## src/rtl/ahblite_slave_mux.sv

```systemverilog
`default_nettype none
// ============================================================================
//  Module      : ahblite_slave_mux
//  Description : AHB-Lite slave multiplexer for five slave ports. It includes
//                a built-in default slave that returns a two-cycle ERROR for
//                active transfers to unmapped or unpopulated address space.
//  Revision    : 1.0 - initial release
// ============================================================================
module ahblite_slave_mux #(
   parameter int Port0_en = 1,
   parameter int Port1_en = 1,
   parameter int Port2_en = 1,
   parameter int Port3_en = 1,
   parameter int Port4_en = 1
) (
   input  logic        HCLK,
   input  logic        HRESET,
   input  logic [1:0]  HTRANS,
   input  logic        P0_HSEL,
   input  logic        P1_HSEL,
   input  logic        P2_HSEL,
   input  logic        P3_HSEL,
   input  logic        P4_HSEL,
   input  logic        P0_HREADYOUT,
   input  logic        P1_HREADYOUT,
   input  logic        P2_HREADYOUT,
   input  logic        P3_HREADYOUT,
   input  logic        P4_HREADYOUT,
   input  logic [31:0] P0_HRDATA,
   input  logic [31:0] P1_HRDATA,
   input  logic [31:0] P2_HRDATA,
   input  logic [31:0] P3_HRDATA,
   input  logic [31:0] P4_HRDATA,
   input  logic        P0_HRESP,
   input  logic        P1_HRESP,
   input  logic        P2_HRESP,
   input  logic        P3_HRESP,
   input  logic        P4_HRESP,
   output logic        HREADY,
   output logic [31:0] HRDATA,
   output logic        HRESP
);

   // Data-phase select encoding
   localparam logic [2:0] c_SEL_P0   = 3'd0;
   localparam logic [2:0] c_SEL_P1   = 3'd1;
   localparam logic [2:0] c_SEL_P2   = 3'd2;
   localparam logic [2:0] c_SEL_P3   = 3'd3;
   localparam logic [2:0] c_SEL_P4   = 3'd4;
   localparam logic [2:0] c_SEL_DEF  = 3'd5;
   localparam logic [2:0] c_SEL_NONE = 3'd6;

   // Default-slave FSM encoding
   localparam logic [1:0] c_ST_IDLE = 2'd0;
   localparam logic [1:0] c_ST_ERR1 = 2'd1;
   localparam logic [1:0] c_ST_ERR2 = 2'd2;

   logic [4:0] w_hsel_eff;
   logic       w_active;
   logic       w_unmapped;
   logic [2:0] w_sel_next;
   logic [2:0] r_dsel;
   logic [1:0] r_state;
   logic [1:0] w_state_next;

   // Unpopulated ports never claim a transfer.
   assign w_hsel_eff = {P4_HSEL & (Port4_en != 0),
                        P3_HSEL & (Port3_en != 0),
                        P2_HSEL & (Port2_en != 0),
                        P1_HSEL & (Port1_en != 0),
                        P0_HSEL & (Port0_en != 0)};

   // NONSEQ or SEQ; IDLE and BUSY never need a response beyond zero-wait OKAY.
   assign w_active   = (HTRANS == 2'b10) || (HTRANS == 2'b11);
   assign w_unmapped = (w_hsel_eff == 5'b0) && w_active;

   // Address-phase decode: the lowest-index selected port wins.
   always_comb begin
      w_sel_next = c_SEL_NONE;
      if (w_hsel_eff[0])      w_sel_next = c_SEL_P0;
      else if (w_hsel_eff[1]) w_sel_next = c_SEL_P1;
      else if (w_hsel_eff[2]) w_sel_next = c_SEL_P2;
      else if (w_hsel_eff[3]) w_sel_next = c_SEL_P3;
      else if (w_hsel_eff[4]) w_sel_next = c_SEL_P4;
      else if (w_unmapped)    w_sel_next = c_SEL_DEF;
   end

   // Data-phase select advances only when the current data phase completes.
   always_ff @(posedge HCLK or posedge HRESET) begin
      if (HRESET)      r_dsel <= c_SEL_NONE;
      else if (HREADY) r_dsel <= w_sel_next;
   end

   // Default-slave FSM state register.
   always_ff @(posedge HCLK or posedge HRESET) begin
      if (HRESET) r_state <= c_ST_IDLE;
      else        r_state <= w_state_next;
   end

   // Default-slave next state; ERR1 always advances since it drives HREADY low itself.
   always_comb begin
      w_state_next = c_ST_IDLE;
      case (r_state)
         c_ST_IDLE: w_state_next = (HREADY && w_unmapped) ? c_ST_ERR1 : c_ST_IDLE;
         c_ST_ERR1: w_state_next = c_ST_ERR2;
         c_ST_ERR2: w_state_next = w_unmapped ? c_ST_ERR1 : c_ST_IDLE;
         default:   w_state_next = c_ST_IDLE;
      endcase
   end

   // Response mux: selected slave, default-slave ERROR pair, or zero-wait OKAY.
   always_comb begin
      HREADY = 1'b1;
      HRESP  = 1'b0;
      HRDATA = 32'h0;
      case (r_dsel)
         c_SEL_P0: begin HREADY = P0_HREADYOUT; HRESP = P0_HRESP; HRDATA = P0_HRDATA; end
         c_SEL_P1: begin HREADY = P1_HREADYOUT; HRESP = P1_HRESP; HRDATA = P1_HRDATA; end
         c_SEL_P2: begin HREADY = P2_HREADYOUT; HRESP = P2_HRESP; HRDATA = P2_HRDATA; end
         c_SEL_P3: begin HREADY = P3_HREADYOUT; HRESP = P3_HRESP; HRDATA = P3_HRDATA; end
         c_SEL_P4: begin HREADY = P4_HREADYOUT; HRESP = P4_HRESP; HRDATA = P4_HRDATA; end
         c_SEL_DEF: begin
            HREADY = (r_state != c_ST_ERR1);
            HRESP  = 1'b1;
         end
         default: begin
            HREADY = 1'b1;
            HRESP  = 1'b0;
         end
      endcase
   end

endmodule
`default_nettype wire
```

## config.mk

```make
export PLATFORM = sky130hd
export DESIGN_NAME = ahblite_slave_mux
export DESIGN_NICKNAME = d
export VERILOG_FILES = /design/src/rtl/ahblite_slave_mux.sv
export SDC_FILE = /design/constraint.sdc
export NUM_CORES = 1
export LEC_CHECK = 0
export CAP_MARGIN = 20
export CORE_MARGIN = 4
export CORE_UTILIZATION = 22
export DETAILED_ROUTE_END_ITERATION = 7
export MAX_ROUTING_LAYER = met4
export PLACE_DENSITY = 0.79
export SYNTH_ARGS = -nofsm -noshare
export SYNTH_HDL_FRONTEND = slang
export SYNTH_SLANG_ARGS = --single-unit
```

## constraint.sdc

```tcl
create_clock -name HCLK -period 1.95 [get_ports HCLK]
set_input_delay 0.585 -clock HCLK [delete_from_list [all_inputs] [get_ports HCLK]]
set_output_delay 0.585 -clock HCLK [all_outputs]
set_load 0.01 [all_outputs]
```

=== Yosys cells after proc, flatten, opt, wreduce, memory -nomap -nowiden ===
Index checks and enable logic that the tools add are counted.

* Bits in registers: 5
* Bits of input ports: 179
* Output and inout port bits: 34
* Word-level logic and storage cells: 30

* Equal/unequal tests: 10
* Multiplexer cells: 12
* Reduce and logical (&&, ||, !) cells: 6

{| class="wikitable"
|+ Operator list
! operator !! count
|-
| one-hot mux 32 bit (5 select lines) || 1
|-
| 2-to-1 mux 3 bit || 4
|-
| one-hot mux 1 bit (6 select lines) || 2
|-
| equality test 2 bit, second input constant || 3
|-
| equality test 3 x 2 -> 1 bit, second input constant || 2
|-
| equality test 3 bit, second input constant || 2
|-
| one-hot mux 2 bit (3 select lines) || 1
|-
| logical NOT 5 bit || 1
|-
| 2-to-1 mux 2 bit || 2
|-
| equality test 3 x 1 -> 1 bit, second input constant || 1
|-
| logical NOT 3 bit || 1
|-
| equality test 2 x 1 -> 1 bit, second input constant || 1
|-
| logical AND 1 bit || 2
|-
| logical NOT 2 bit || 1
|-
| 2-to-1 mux 1 bit || 2
|-
| != test 2 x 1 -> 1 bit, second input constant || 1
|-
| logical OR 1 bit || 1
|}

=== Logic depth before layout (Yosys ltp) ===
Gate-level depths: netlist of the first run.

* Depth after elaboration: 9
* Depth in mapped cells: 6
* Depth with buffers taken out: 4

=== Least setup slack after synthesis of the first run ===
Ideal clock, no wire load.

* Path type: flip-flop to output port
* Start: reg r_dsel[1]
* End: out HRDATA[10]
* Arrival: 1,464 ps
* Data required time: 1,365 ps
* Setup slack: -99 ps
* Stages on the path, launching flop included: 5
* Buffers on the path: 2
* Cells stage by stage: dfstp_2 buf_6 nor3b_1 clkbuf_1 a221o_1

* Longest elaborated chain between the ends: 2
* Elaborated cells on any way between the ends: 6
* Those cells by class: 4 x eq/ne; 1 x mux; 1 x reduce/logical

{| class="wikitable"
|+ RTL lines
! item !! line !! source
|-
| from (decl) || 62 || <nowiki>logic [2:0] r_dsel;</nowiki>
|-
| from (signal assigned) || 90 || <nowiki>if (HRESET) r_dsel <= c_SEL_NONE;</nowiki>
|-
| from (signal assigned) || 91 || <nowiki>else if (HREADY) r_dsel <= w_sel_next;</nowiki>
|-
| equality test 3 bit, or another cell as far along || 116 || <nowiki>case (r_dsel)</nowiki>
|-
| one-hot mux 32 bit (5 select lines) (*) || 116 ||
|-
| to (decl) || 40 || <nowiki>output logic [31:0] HRDATA,</nowiki>
|}

Mark *: on every way between the ends. The rest lies on a longest branch, timed or not.

=== Worst setup path after layout of the first run ===
* Start: reg r_dsel[1]
* End: out HRDATA[5]

Same word-level chain as after synthesis.

==> key figures, run 1 <==
Setup path
  • CP cell instances: buf_12, buf_16, buf_6, mux2i_1, o21ai_1, a221o_1, buf_2
  • Slowest CP cell: dfstp_2
  • WP buf/inv: 4
  • Max incr delay on CP: 0.57 ns
  • CP Data Arrival Time: 1.87 ns
  • WS Path Type: reg -> out
  • Critical path peak fanout: 7
  • CP Capture Type: primary output
  • Crit-path leading delay family: flip-flops
  • CP Launch Type: flip-flop
  • Required time of the critical path: 1.36 ns

Floorplanning
  • Die height: 89.3 um
  • Core area: 0.00639 mm^2
  • Ports: 213
  • FP Rows: 29
  • Die footprint: 0.00798 mm^2
  • Initial Util: 22.8%
  • Die W: 89.3 um

Synth
  • Library cells used by synthesis: 32
  • Seq cells post-synth: 5
  • Mapped Nets: 376
  • Synthesized area: 0.00146 mm^2
  • Synth warnings: 0
  • Post-Synthesis Cells: 197
  • Seq/Total Area, Yosys: 8.77%
  • Synth Area per Inst: 7.39 um^2

Global routing
  • Vias in the first global route: 2701
  • Largest net degree at the start of global routing: 21
  • Overall global routing resource usage: 20.4%
  • Gr ovfl total: 0
  • Initial antenna violation count: 0
  • Global-route wire length before repair: 12.5 mm

STA
  • Crit path time final: 2.45 ns
  • Final hold violations: 0
  • Max_slew headroom: 69.3%
  • Max-slew violations: 0
  • # setup viols final: 36
  • Unrepaired setup endpoints after global routing: yes
  • Period utilisation layout: 126%
  • Total negative slack: -15.14 ns
  • Fmax: 408 MHz
  • Final Skew: 0.00291 ns
  • Final WS setup: -0.502 ns
  • Measured slew at the worst slew-check pin: 0.456 ns

Placed design
  • Gpl congestion: 0.771
  • I/O Buffers: 211
  • DP HPWL: 6.95 mm

Route
  • Drt first pass iters: 5
  • DR iter-0 viols: 75
  • Final wirelength: 9.17 mm
  • Vias: 2658
  • DRC viols: 0
  • Detailed-route vias per instance: 5.05
  • Routed len/inst: 17.4 um
  • ANT nets after route: 0

Clocking
  • Clk buf depth: 2
  • H-tree level count: 1
  • CTS Buf Count: 3
  • Worst-path clk slew: 0.04 ns
  • Hold Buf Count CTS: 0
  • CTS tree: done
  • CTS sink cnt: 5
  • Clock Tree Root: clkbuf_8
  • Clk_lat worst skew: 0.22 ns

Final layout
  • Final Util: 65.5%
  • Most frequent cells in the layout: clkdlybuf4s50_1, buf_4, nand2_1
  • Most common cell after layout, fill and taps aside: clkdlybuf4s50_1
  • Proportion of layout cells with a drive suffix above 1: 24.9%
  • Nets: 629
  • Area added between synthesis and finish: 188%
  • Fillers: 568
  • Ant diodes: 0

Power and ir drop
  • Pleak: 1.70 nW
  • Worst VDD drop: 872 uV
  • Pwr dens: 1160 mW/mm^2

Job
  • MaxCap Viol Count: 0

Min path
  • Worst min path class: reg -> reg

Outcome
  • Failing checks: setup timing
  • Outcome: finished with violations
## cells in the mapped netlist
| cell | instances | share of area [%] |
|---|---|---|
| a2111oi_4 | 1 | 1.9 |
| a211oi_1 | 1 | 0.52 |
| a21oi_1 | 3 | 1.0 |
| a221o_1 | 32 | 22 |
| a22oi_1 | 1 | 0.52 |
| a2bb2oi_1 | 1 | 0.60 |
| a31oi_1 | 2 | 0.86 |
| buf_2 | 14 | 4.8 |
| buf_6 | 1 | 0.77 |
| clkbuf_1 | 4 | 1.0 |
| dfrtp_1 | 3 | 5.2 |
| dfstp_2 | 2 | 3.6 |
| inv_1 | 3 | 0.77 |
| mux2i_1 | 33 | 23 |
| mux4_2 | 1 | 1.5 |
| nand2_1 | 35 | 9.0 |
| nand2b_1 | 4 | 1.7 |
| nand3b_1 | 1 | 0.52 |
| nor2_1 | 8 | 2.1 |
| nor2b_1 | 2 | 0.86 |
| nor3_1 | 1 | 0.34 |
| nor3b_1 | 1 | 0.52 |
| nor3b_2 | 1 | 0.86 |
| nor4_1 | 1 | 0.43 |
| o211ai_1 | 1 | 0.52 |
| o21a_1 | 1 | 0.52 |
| o21ai_0 | 32 | 11 |
| o21ai_2 | 1 | 0.60 |
| o22ai_1 | 1 | 0.43 |
| o32ai_1 | 3 | 1.8 |
| or2_2 | 1 | 0.43 |
| or4_1 | 1 | 0.52 |
## flip-flops by register name (all words and copies together), names as in the netlist
register	count
r_dsel	3
r_state	2
## worst paths after layout
kind	slack, ns	from	cells after the start	to
min in group asynchronous	0.55	HRESET	2	r_state[0]$_DFF_PP0_
hold / removal	0.45	r_state[1]$_DFF_PP0_	1	r_state[1]$_DFF_PP0_
setup reg to reg	-0.49	r_dsel[1]$_DFFE_PP1P_	15	r_dsel[2]$_DFFE_PP1P_
max in group asynchronous	1.16	HRESET	2	r_dsel[2]$_DFFE_PP1P_
setup / recovery	-0.50	r_dsel[1]$_DFFE_PP1P_	7	HRDATA[5]
hold reg to reg	0.45	r_state[1]$_DFF_PP0_	1	r_state[1]$_DFF_PP0_
## power breakdown
part           switching (mW)  internal, mW  total (mW)  leakage (nW)
Sequential             0.0430         0.146       0.189        0.0599
Clock                  0.0537         0.141       0.194        0.0228
Combinational            1.95          2.51        4.45          1.62
## through the flow
step	std cells	setup slack [ns]	total power, mW	hold WS, ns	area (um^2)
floorplan	197	-0.00555	2.08	0.362	1470
global placement	496	-0.738	4.14	0.445	3860
detailed placement	496	-0.738	4.20	0.448	3860
CTS	520	-0.496	4.62	0.456	4090
global route	526	-0.574	5.19	0.478	4190
finish	526	-0.502	4.84	0.451	4190
## metal layers
metal	routed length [um]	global-route usage, %	share of wire [%]	vias to the layer above
li1	-	-	-	1283
met1	3090	20.2	34	1201
met2	4880	40.5	53	162
met3	1060	4.24	12	12
met4	139	4.06	1.5	0
met5	0	-	0	-
## worst register-to-register path, cell delays in order (launching register included)
cell,delay [ns]
dfstp_2,0.57
buf_12,0.14
buf_12,0.13
nand2b_4,0.13
o211ai_1,0.10
buf_4,0.15
buf_4,0.12
buf_4,0.12
buf_4,0.12
buf_4,0.12
buf_4,0.12
buf_4,0.12
buf_4,0.12
buf_4,0.13
a2bb2oi_1,0.13
nand2_1,0.08
## layout make-up
| class | instances | area (um^2) | area share (%) |
|---|---|---|---|
| clock buffer | 4 | 45.0 | 1.08 |
| inverter | 3 | 11.3 | 0.269 |
| multi-input combinational | 170 | 1300 | 31.0 |
| sequential | 5 | 129 | 3.08 |
| tap | 77 | 96.3 | 2.30 |
| timing repair buffer | 267 | 2610 | 62.2 |
## cell families (layout without fill, tap and decap cells)
| family | count (synthesis) | in the layout | share of synthesized area [%] |
|---|---|---|---|
| AOI/OAI and AO/OA | 80 | 80 | 42.3 |
| buffers and inverters | 22 | 274 | 7.39 |
| DFF | 5 | 5 | 8.77 |
| muxes | 34 | 34 | 24.2 |
| and+or+nand+nor | 56 | 56 | 17.3 |
## repair_timing
| item | 4_1_cts | 5_1_grt |
|---|---|---|
| setup buffers | 15 | 7 |
| setup endpoints to repair | 34 | 36 |
| cloned | 5 | 1 |
| pin swaps | 24 | 3 |
| resized for setup | 188 | 25 |
Note: power is estimated with default switching activity, not from simulation.
==> run 2, diff against run 1 <==
--- a/config.mk
+++ b/config.mk
@@ -9,6 +9,7 @@
 export CORE_MARGIN = 4
 export CORE_UTILIZATION = 22
 export DETAILED_ROUTE_END_ITERATION = 7
+export HOLD_SLACK_MARGIN = 0.02
 export MAX_ROUTING_LAYER = met4
 export PLACE_DENSITY = 0.79
 export SYNTH_ARGS = -nofsm -noshare
==> results of run 2 <==
Same layout as run 1: the final DEF is identical, and so are final timing and power.
